[config.mk]
export PLATFORM = sky130hd
export DESIGN_NAME = dlfloat_result_serializer
export DESIGN_NICKNAME = d
export VERILOG_FILES = /design/src/rtl/dlfloat_pkg.sv /design/src/rtl/dlfloat_sync_fifo.sv /design/src/rtl/dlfloat_result_serializer.sv
export SDC_FILE = /design/constraint.sdc
export NUM_CORES = 1
export LEC_CHECK = 0
export ABC_AREA = 1
export CAP_MARGIN = 25
export CORE_ASPECT_RATIO = 0.7
export CORE_MARGIN = 2
export CORE_UTILIZATION = 50
export DETAILED_ROUTE_END_ITERATION = 12
export GPL_ROUTABILITY_DRIVEN = 0
export HOLD_SLACK_MARGIN = 0.03
export PLACE_DENSITY = 0.71
export SLEW_MARGIN = 5
export SYNTH_ARGS = -nofsm -noshare
export SYNTH_HDL_FRONTEND = slang
export SYNTH_SLANG_ARGS = --single-unit
[constraint.sdc]
create_clock -name clk -period 4.8 [get_ports clk]
set_input_delay 1.2 -clock clk [delete_from_list [all_inputs] [get_ports clk]]
set_output_delay 1.2 -clock clk [all_outputs]
set_load 0.1 [all_outputs]
[src/rtl/dlfloat_pkg.sv]
// Shared DLFloat16 constants and the serializer state encoding.
package dlfloat_pkg;
    localparam int DLF_W      = 16;
    localparam int DLF_EXP_W  = 6;
    localparam int DLF_MANT_W = 9;

    localparam logic [DLF_W-1:0] DLF_NAN  = 16'hFFFF;
    localparam logic [DLF_W-1:0] DLF_ZERO = 16'h0000;

    typedef enum logic [1:0] {IDLE, MSB, LSB} ser_state_t;
endpackage

[src/rtl/dlfloat_sync_fifo.sv]
// Synchronous FIFO with an extra pointer bit for full/empty; head shown combinationally.
module dlfloat_sync_fifo #(
    parameter int DEPTH = 4,
    parameter int W     = 16
) (
    input  logic                     clk,
    input  logic                     rst,
    input  logic                     push,
    input  logic                     pop,
    input  logic [W-1:0]             din,
    output logic [W-1:0]             dout,
    output logic                     full,
    output logic                     empty,
    output logic [$clog2(DEPTH):0]   level
);
    localparam int AW = $clog2(DEPTH);

    logic [W-1:0] mem [DEPTH];
    logic [AW:0]  wptr, rptr;
    logic         do_push, do_pop;

    assign do_push = push && !full;
    assign do_pop  = pop && !empty;

    always_ff @(posedge clk or posedge rst) begin
        if (rst) begin
            wptr <= '0;
            rptr <= '0;
        end else begin
            if (do_push) wptr <= wptr + 1'b1;
            if (do_pop)  rptr <= rptr + 1'b1;
        end
    end

    // Storage needs no reset; pointers alone define what is valid.
    always_ff @(posedge clk) begin
        if (do_push) mem[wptr[AW-1:0]] <= din;
    end

    assign dout  = mem[rptr[AW-1:0]];
    assign empty = (wptr == rptr);
    assign full  = (wptr[AW] != rptr[AW]) && (wptr[AW-1:0] == rptr[AW-1:0]);
    assign level = wptr - rptr;
endmodule

[src/rtl/dlfloat_result_serializer.sv]
// Buffers DLFloat16 MAC results and streams them as framed MSB-first byte pairs.
module dlfloat_result_serializer
    import dlfloat_pkg::*;
#(
    parameter int DEPTH = 4,
    parameter int W     = DLF_W
) (
    input  logic                     clk,
    input  logic                     rst,
    input  logic                     res_valid,
    input  logic [W-1:0]             res_data,
    output logic                     res_ready,
    output logic [7:0]               byte_out,
    output logic                     byte_valid,
    input  logic                     byte_ready,
    output logic                     byte_last,
    output logic                     flag_nan,
    output logic                     flag_zero,
    output logic [$clog2(DEPTH):0]   level,
    output logic                     overflow_err,
    input  logic                     err_clr
);
    ser_state_t   state, state_nxt;
    logic [W-1:0] hold;
    logic [W-1:0] fifo_dout;
    logic         fifo_full, fifo_empty, pop;

    assign res_ready = !fifo_full;

    dlfloat_sync_fifo #(.DEPTH(DEPTH), .W(W)) u_fifo (
        .clk   (clk),
        .rst   (rst),
        .push  (res_valid && res_ready),
        .pop   (pop),
        .din   (res_data),
        .dout  (fifo_dout),
        .full  (fifo_full),
        .empty (fifo_empty),
        .level (level)
    );

    always_comb begin
        state_nxt  = state;
        pop        = 1'b0;
        byte_valid = 1'b0;
        byte_last  = 1'b0;
        byte_out   = 8'h00;
        case (state)
            IDLE: begin
                if (!fifo_empty) begin
                    pop       = 1'b1;
                    state_nxt = MSB;
                end
            end
            MSB: begin
                byte_valid = 1'b1;
                byte_out   = hold[W-1:W-8];
                if (byte_ready) state_nxt = LSB;
            end
            LSB: begin
                byte_valid = 1'b1;
                byte_last  = 1'b1;
                byte_out   = hold[7:0];
                // Chain straight into the next frame so there is no idle bubble.
                if (byte_ready) begin
                    if (!fifo_empty) begin
                        pop       = 1'b1;
                        state_nxt = MSB;
                    end else begin
                        state_nxt = IDLE;
                    end
                end
            end
            default: state_nxt = IDLE;
        endcase
    end

    always_ff @(posedge clk or posedge rst) begin
        if (rst) begin
            state     <= IDLE;
            hold      <= '0;
            flag_nan  <= 1'b0;
            flag_zero <= 1'b0;
        end else begin
            state <= state_nxt;
            if (pop) begin
                hold      <= fifo_dout;
                flag_nan  <= (fifo_dout == DLF_NAN);
                flag_zero <= (fifo_dout == DLF_ZERO);
            end else if (state_nxt == IDLE) begin
                flag_nan  <= 1'b0;
                flag_zero <= 1'b0;
            end
        end
    end

    // A drop in the same cycle as a clear must leave the error visible.
    always_ff @(posedge clk or posedge rst) begin
        if (rst)                          overflow_err <= 1'b0;
        else if (res_valid && !res_ready) overflow_err <= 1'b1;
        else if (err_clr)                 overflow_err <= 1'b0;
    end
endmodule
==> results of run 1 <==
[cells in the final DEF (no fill, tap or decap)]
cell type and instances:
nand2_1 139, edfxtp_1 64, nand3_1 35, clkdlybuf4s50_1 33, dfrtp_1 27, inv_1 26
o21ai_0 21, nor2_1 15, ha_1 11, a21oi_1 10, clkbuf_16 9, buf_4 7
nand2_2 6, xor2_1 5, nor2_2 3, clkinvlp_4 3, inv_4 2, nor3_1 2
clkbuf_1 2, clkinv_4 2, nand3_2 1, o21a_1 1, a31oi_1 1, fa_1 1
buf_6 1, buf_16 1
[through the flow]
stage | utilization, % | hold WS [ns] | area [sq um] | instances | worst slack [ns]
after floorplan | - | 0.453 | 4010 | 385 | 0.460
after global placement | 56.4 | 0.478 | 4420 | 511 | 1.32
after detailed placement | 56.4 | 0.478 | 4420 | 511 | 1.18
after CTS | 59.8 | 0.492 | 4690 | 527 | 0.798
after global routing | 60.3 | 0.529 | 4730 | 529 | 0.658
final | 60.3 | 0.490 | 4730 | 529 | 0.814
[flip-flops by register name, summed over array words and instances, names as in the netlist]
| name | count |
|---|---|
| flag_nan | 1 |
| u_fifo.rptr | 3 |
| u_fifo.mem | 64 |
| state | 2 |
| hold | 16 |
| overflow_err | 1 |
| flag_zero | 1 |
| u_fifo.wptr | 3 |
[worst min path at each step]
stage               depth (start not counted)      startpoint  slack (ns)              to
floorplan                                   2         hold[0]        0.45         hold[0]
global placement                            2         hold[0]        0.48         hold[0]
detailed placement                          2         hold[0]        0.48         hold[0]
CTS                                         1  u_fifo.wptr[2]        0.49  u_fifo.wptr[2]
global route                                2         hold[2]        0.53         hold[2]
finish                                      1  u_fifo.wptr[2]        0.49  u_fifo.wptr[2]
[layer usage]
metal	routed length (microns)	global-route usage, %	vias up	share of wire (%)
li1	-	-	1341	-
met1	3880	25.6	1287	48
met2	3680	31.0	72	46
met3	355	6.87	10	4.4
met4	111	8.02	0	1.4
met5	0	0	-	0
[worst max-delay path: stages, from the launching register on]
cell and delay (ns):
dfrtp_1 0.40, inv_1 0.11, ha_1 0.46, nand2_1 0.12, a21oi_1 0.18, clkdlybuf4s50_1 1.17
[cell type report]
class / instances / area, sq um
Tap cell: 101 / 126
Multi-Input combinational cell: 251 / 1200
Clock inverter: 5 / 40.0
Sequential cell: 91 / 2600
Inverter: 28 / 110
Fill cell: 640 / 3110
Clock buffer: 11 / 233
Timing Repair Buffer: 42 / 422
[cell families after synthesis]
logic type / share of synthesized area (%)
simple gates: 20.5
compound gates: 4.21
flops: 64.7
xor+xnor: 1.09
fa+ha+maj: 3.93
buf+inv: 5.58
==> results.py, run 1 <==
metrics = {
    "final_layout": {
        "n_antenna_cell": 0,
        "area_delta_synth_final_pct": 17.8,
        "final_nets": 456,
        "drive_gt1_share_pct": 8.18,
    },
    "logic_synthesis": {
        "synth-edff-count": 64,
        "async_flop_share_pct": 29.7,
        "syn_area_sq_mm": 0.00401,
        "synth_top_area_share_pct": 47.9,
        "synth.area.top_cells": "edfxtp_1 (48%), dfrtp_1 (17%), nand2_1 (13%)",
        "synth_ff_type": "edfxtp_1",
        "netlist.top_cell.by_area": "edfxtp_1",
        "synthMostInstantiatedCell": "nand2_1",
        "ys_seq_area_share_pct": 64.7,
        "postSynthAreaPerCell_sq_um": 10.4,
        "synth_fp_nets": 418,
        "synth_common_cells": "nand2_1 (139), edfxtp_1 (64), nand3_1 (35), dfrtp_1 (27), inv_1 (26)",
        "synth_cell_types": 21,
        "synthCells": 385,
        "ys_ff_latch": 91,
        "yosys_warnings": 0,
    },
    "route": {
        "num_vias": 2710,
        "drt-initial-drc-count": 201,
        "wire_per_inst_microns": 15.2,
        "finalWirelength_microns": 8020,
        "drc": 0,
        "firstDrtPassIters": 4,
        "antenna_left": 0,
        "drt-vias-per-instance": 5.12,
    },
    "die": {
        "die_area_sq_mm": 0.00877,
        "core_area_sq_mm": 0.00784,
        "die_h_microns": 79.0,
        "pin_count": 38,
        "start_util_pct": 51.2,
        "row_count": 27,
        "die_x_microns": 111,
    },
    "timing": {
        "tns_ns": 0,
        "finalClockSkew_ns": 0.00582,
        "period_minus_slack_ns": 3.99,
        "fmaxAchievable_ghz": 0.251,
        "rsz0062_at_grt": "false",
        "final-setup-viol-count": 0,
        "hold_viol": 0,
        "slew_viol_final": 0,
        "worst_pin_slew_ns": 0.977,
        "min_period_over_period_pct": 83.0,
        "max-slew-margin-rel_pct": 34.7,
    },
    "cts": {
        "clk_pin_slew_worst_paths_ns": 0.06,
        "numCtsBuffers": 9,
        "clock-sinks": 91,
        "ctsResizeCount": 0,
        "post-cts-setup-buffers": 0,
        "clockRootBuffer": "clkbuf_16",
        "cts_buffer_depth": 2,
        "htree_levels": 3,
        "holdBufCountCts": 0,
        "cts_tree": "built",
        "clkLatencyLatePin_ns": 0.34,
    },
    "global_routing": {
        "first_global_vias": 2515,
        "grt_max_degree": 37,
        "gr-total-overflow": 0,
        "track_usage_pct": 19.7,
        "grt_antenna_before_repair": 0,
        "grt_pass1_wl_microns": 12900,
    },
    "placed_design": {
        "port_buffers": 37,
        "hpwl_microns": 5200,
    },
    "setup_path": {
        "worstSetupEndpoint": "byte_out[5]",
        "critPathMaxFanout": 12,
        "cp-end-kind": "output pin",
        "worstReg2RegEnd": "u_fifo.mem[0][1]",
        "start_kind": "flop",
        "reg2reg_from": "u_fifo.rptr[1]",
        "reg2reg_depth": 7,
        "crit_required_ns": 3.60,
        "path_class": "flop to output pin",
        "crit_arrival_ns": 2.79,
        "critPathLaunch": "state[0]",
        "reg2reg_slack_ns": 2.43,
    },
    "worst_hold_path": {
        "hp-class": "flop to flop",
    },
    "outcome": {
        "status": "finished clean",
    },
    "run": {
        "cap_viol_max_count": 0,
    },
}
Power of run 1 is not shown: default switching activity piles up to over one toggle a cycle in this logic, so the estimate is an artifact.
==> inputs of run 2 (changes only) <==
Clock period 4.8 ns to 3.8 ns, I/O delays scaled along.
==> run 2 against run 1 <==
Effect of this change: sequential share of layout area shrank 0.58 points; global-route usage grew 0.31 points; core utilization grew 0.64 points; critical endpoint is now level[2].
==> results.py, run 2 (same netlist as run 1, synthesis figures left out) <==
metrics = {
    "outcome": {
        "status": "finished clean",
    },
    "die": {
        "core_area_sq_mm": 0.00784,
        "die_h_microns": 79.0,
        "row_count": 27,
        "die_x_microns": 111,
        "pin_count": 38,
        "die_area_sq_mm": 0.00877,
        "start_util_pct": 51.2,
    },
    "placed_design": {
        "hpwl_microns": 5410,
        "dpl_cell_area_sq_mm": 0.00447,
        "port_buffers": 37,
        "place_inst": 516,
    },
    "global_routing": {
        "grt_pass1_wl_microns": 13400,
        "gr-total-overflow": 0,
        "grt_max_degree": 37,
        "first_global_vias": 2735,
        "track_usage_pct": 20.1,
        "grt_antenna_before_repair": 0,
    },
    "worst_hold_path": {
        "hp-class": "flop to flop",
        "holdCritStartpoint": "hold[9]",
        "min_path_cells": 2,
        "hold_end": "hold[9]",
    },
    "final_layout": {
        "drive_gt1_share_pct": 11.1,
        "stdcell_area_sq_mm": 0.00478,
        "seqCellArea_sq_mm": 0.00260,
        "finish.utilization_pct": 61.0,
        "fin_cells": 532,
        "final_nets": 459,
        "multi_input_comb_area_sq_mm": 0.00120,
        "final_common_cell": "nand2_1",
        "layout_common_cells": "nand2_1 (139), edfxtp_1 (64), nand3_1 (35), dfrtp_1 (27), inv_1 (26)",
        "fillCellCount": 660,
        "n_antenna_cell": 0,
        "largest_reg_flops": 64,
        "area_delta_synth_final_pct": 19.0,
    },
    "timing": {
        "finalClockSkew_ns": 0.00564,
        "slew_viol_final": 0,
        "fmaxAchievable_ghz": 0.342,
        "period_minus_slack_ns": 2.93,
        "min_period_over_period_pct": 77.0,
        "rsz0062_at_grt": "false",
        "hold_viol": 0,
        "final-setup-viol-count": 0,
        "max-slew-margin-rel_pct": 35.5,
        "worst_pin_slew_ns": 0.964,
    },
    "cts": {
        "numCtsBuffers": 9,
        "holdBufCountCts": 0,
        "clkLatencyLatePin_ns": 0.34,
        "clockRootBuffer": "clkbuf_16",
        "cts_tree": "built",
        "clock-sinks": 91,
        "htree_levels": 3,
        "clk_pin_slew_worst_paths_ns": 0.06,
        "ctsResizeCount": 0,
        "cts_buffer_depth": 2,
        "post-cts-setup-buffers": 0,
    },
    "route": {
        "drt-initial-drc-count": 137,
        "drc": 0,
        "wire_per_inst_microns": 15.6,
        "num_vias": 2702,
        "finalWirelength_microns": 8310,
        "drt-vias-per-instance": 5.08,
        "antenna_left": 0,
        "firstDrtPassIters": 4,
    },
    "setup_path": {
        "critPathMaxFanout": 4,
        "start_kind": "flop",
        "crit_required_ns": 2.85,
        "reg2reg_from": "u_fifo.rptr[1]",
        "reg2reg_depth": 8,
        "reg2reg_slack_ns": 1.48,
        "cp-end-kind": "output pin",
        "path_class": "flop to output pin",
        "crit_arrival_ns": 1.98,
        "worstReg2RegEnd": "u_fifo.mem[1][7]",
    },
    "run": {
        "cap_viol_max_count": 0,
    },
}
[run 2: cell count changes in the layout (fill, tap and decap cells not counted), sizes merged]
cell,before,now
clkdlybuf4s50,33,23
clkinv,2,0
inv,28,29
buf,9,22
bufinv,0,1
[run 2: worst max path at each step]
| stage | from | endpoint | cells after the start |
|---|---|---|---|
| after floorplan | state[0] | byte_out[2] | 5 |
| after global placement | byte_ready | flag_zero | 9 |
| after detailed placement | byte_ready | flag_zero | 9 |
| after CTS | u_fifo.wptr[0] | level[2] | 5 |
| after global routing | state[0] | byte_out[4] | 5 |
| final | u_fifo.wptr[0] | level[2] | 5 |
[run 2: layout make-up]
| cell class | instances | share of cell area [%] |
|---|---|---|
| sequential | 91 | 54.4 |
| clock buffer | 11 | 5.08 |
| multi-input combinational | 251 | 25.1 |
| tap | 101 | 2.64 |
| clock inverter | 5 | 1.28 |
| timing repair buffer | 45 | 9.22 |
| inverter | 28 | 2.30 |
[run 2: routing by layer]
metal / part of all wire [%] / wire length [microns] / global-route usage, % / up-vias
met5: 0 / 0 / 0 / -
met4: 0.90 / 75 / 7.53 / 0
met3: 5.5 / 456 / 4.27 / 6
met2: 47 / 3870 / 32.8 / 66
met1: 47 / 3910 / 26.9 / 1275
li1: - / - / - / 1355
[run 2: critical path: stages, from the launching register on]
cell and delay, ns:
dfrtp_1 0.39, inv_1 0.12, ha_1 0.22, fa_1 0.41, xor2_1 0.27, buf_12 0.21
[run 2: metrics by stage]
stage,TNS (ns),hold slack [ns],setup slack [ns]
after floorplan,-1.74,0.453,-0.290
after global placement,0,0.466,1.13
after detailed placement,0,0.475,1.05
after CTS,0,0.492,0.862
after global routing,0,0.512,0.720
final,0,0.489,0.875
Power of run 2 is left out for the same reason.
==> inputs of run 3 (changes only) <==
Clock period 3.8 ns to 2.9 ns, I/O delays scaled along.
==> run 3 against run 2 <==
Effect of this change: routed wire length shrank 4.4%; setup slack lost 0.65 ns; die area is the same; final cell count grew 0.19%; highest routed layer unchanged; critical path type unchanged; cell area grew 4.9%; worst hold slack lost 0.0037 ns; flip-flop and latch count is the same; register-to-register slack lost 0.62 ns.
==> results.py, run 3 (same netlist as run 1, synthesis figures left out) <==
metrics = {
    "route": {
        "finalWirelength_microns": 7950,
        "firstDrtPassIters": 4,
        "drc": 0,
        "antenna_left": 0,
        "drt-initial-drc-count": 147,
        "drt-vias-per-instance": 5.05,
        "num_vias": 2691,
        "wire_per_inst_microns": 14.9,
    },
    "final_layout": {
        "final_nets": 460,
        "largest_reg_flops": 64,
        "layout_common_cells": "nand2_1 (138), edfxtp_1 (64), nand3_1 (35), dfrtp_1 (27), inv_1 (26)",
        "final_common_cell": "nand2_1",
        "drive_gt1_share_pct": 14.8,
        "n_antenna_cell": 0,
        "area_delta_synth_final_pct": 24.8,
    },
    "timing": {
        "slew_viol_final": 0,
        "worst_pin_slew_ns": 0.718,
        "fmaxAchievable_ghz": 0.373,
        "tns_ns": 0,
        "max-slew-margin-rel_pct": 52.1,
        "min_period_over_period_pct": 92.4,
        "period_minus_slack_ns": 2.68,
        "finalClockSkew_ns": 0.00602,
        "rsz0062_at_grt": "false",
        "hold_viol": 0,
        "final-setup-viol-count": 0,
    },
    "cts": {
        "holdBufCountCts": 0,
        "clkLatencyLatePin_ns": 0.34,
        "clk_pin_slew_worst_paths_ns": 0.06,
        "cts_buffer_depth": 2,
        "clockRootBuffer": "clkbuf_16",
        "clock-sinks": 91,
        "htree_levels": 3,
        "ctsResizeCount": 0,
        "cts_tree": "built",
        "numCtsBuffers": 9,
        "post-cts-setup-buffers": 0,
    },
    "die": {
        "row_count": 27,
        "start_util_pct": 51.2,
        "pin_count": 38,
        "die_x_microns": 111,
        "die_h_microns": 79.0,
        "core_area_sq_mm": 0.00784,
        "die_area_sq_mm": 0.00877,
    },
    "setup_path": {
        "reg2reg_depth": 11,
        "reg2reg_from": "u_fifo.rptr[1]",
        "crit_arrival_ns": 1.96,
        "crit_required_ns": 2.17,
        "worstReg2RegEnd": "flag_zero",
        "start_kind": "flop",
        "reg2reg_slack_ns": 0.86,
        "critPathMaxFanout": 8,
        "path_class": "flop to output pin",
        "cp-end-kind": "output pin",
    },
    "run": {
        "cap_viol_max_count": 0,
    },
    "global_routing": {
        "gr-total-overflow": 0,
        "grt_pass1_wl_microns": 13400,
        "grt_antenna_before_repair": 0,
        "first_global_vias": 2650,
        "grt_max_degree": 37,
        "track_usage_pct": 19.7,
    },
    "placed_design": {
        "hpwl_microns": 5290,
        "port_buffers": 37,
    },
    "worst_hold_path": {
        "min_path_cells": 2,
        "hold_end": "hold[9]",
        "hp-class": "flop to flop",
        "holdCritStartpoint": "hold[9]",
    },
    "outcome": {
        "status": "finished clean",
    },
}
==> run 3: changes by cell type in the layout (fill, tap and decap cells not counted), sizes merged <==
cell / change
buf: +4
clkdlybuf4s50: -3
inv: +3
clkbuf: -2
clkinvlp: -2
clkinv: +1
==> run 3: area by class of cell <==
cell class,count,area (sq um)
Clock buffer,9,225
Clock inverter,7,93.8
Fill cell,626,2830
Inverter,28,110
Multi-Input combinational cell,251,1300
Sequential cell,91,2600
Tap cell,101,126
Timing Repair Buffer,46,558
==> run 3: how the worst max path moves through the flow <==
stage | startpoint | endpoint | slack, ns | cells after the start
6_report | state[1] | byte_out[0] | 0.22 | 5
4_1_cts | state[1] | byte_out[0] | 0.21 | 5
2_1_floorplan | state[1] | byte_out[0] | 0.01 | 4
3_5_place_dp | state[0] | byte_out[0] | 0.60 | 5
5_1_grt | state[1] | byte_out[0] | 0.15 | 5
3_3_place_gp | state[0] | byte_out[0] | 0.63 | 5
==> run 3: through the flow <==
stage	utilization (%)	area [sq um]	setup WS [ns]	hold WS (ns)	std cells
after floorplan	-	4120	0.0133	0.453	385
after global placement	59.9	4690	0.633	0.473	517
after detailed placement	59.9	4690	0.596	0.474	517
after CTS	63.9	5010	0.212	0.490	533
after global routing	63.9	5010	0.154	0.512	533
final	63.9	5010	0.220	0.485	533
==> run 3: worst max-delay path, cell delays in order (launching register included) <==
cell	delay, ns
dfrtp_1	0.43
inv_1	0.10
ha_2	0.28
inv_1	0.53
a21oi_4	0.07
buf_12	0.20
==> run 3: per-layer routing <==
metal / vias to the layer above / GRT usage (%) / wire length, microns
met1: 1276 / 27.2 / 3830
met2: 52 / 31.5 / 3720
met5: - / 0 / 0
li1: 1355 / - / -
met4: 0 / 6.30 / 63
met3: 8 / 4.89 / 334
Power of run 3 is left out for the same reason.
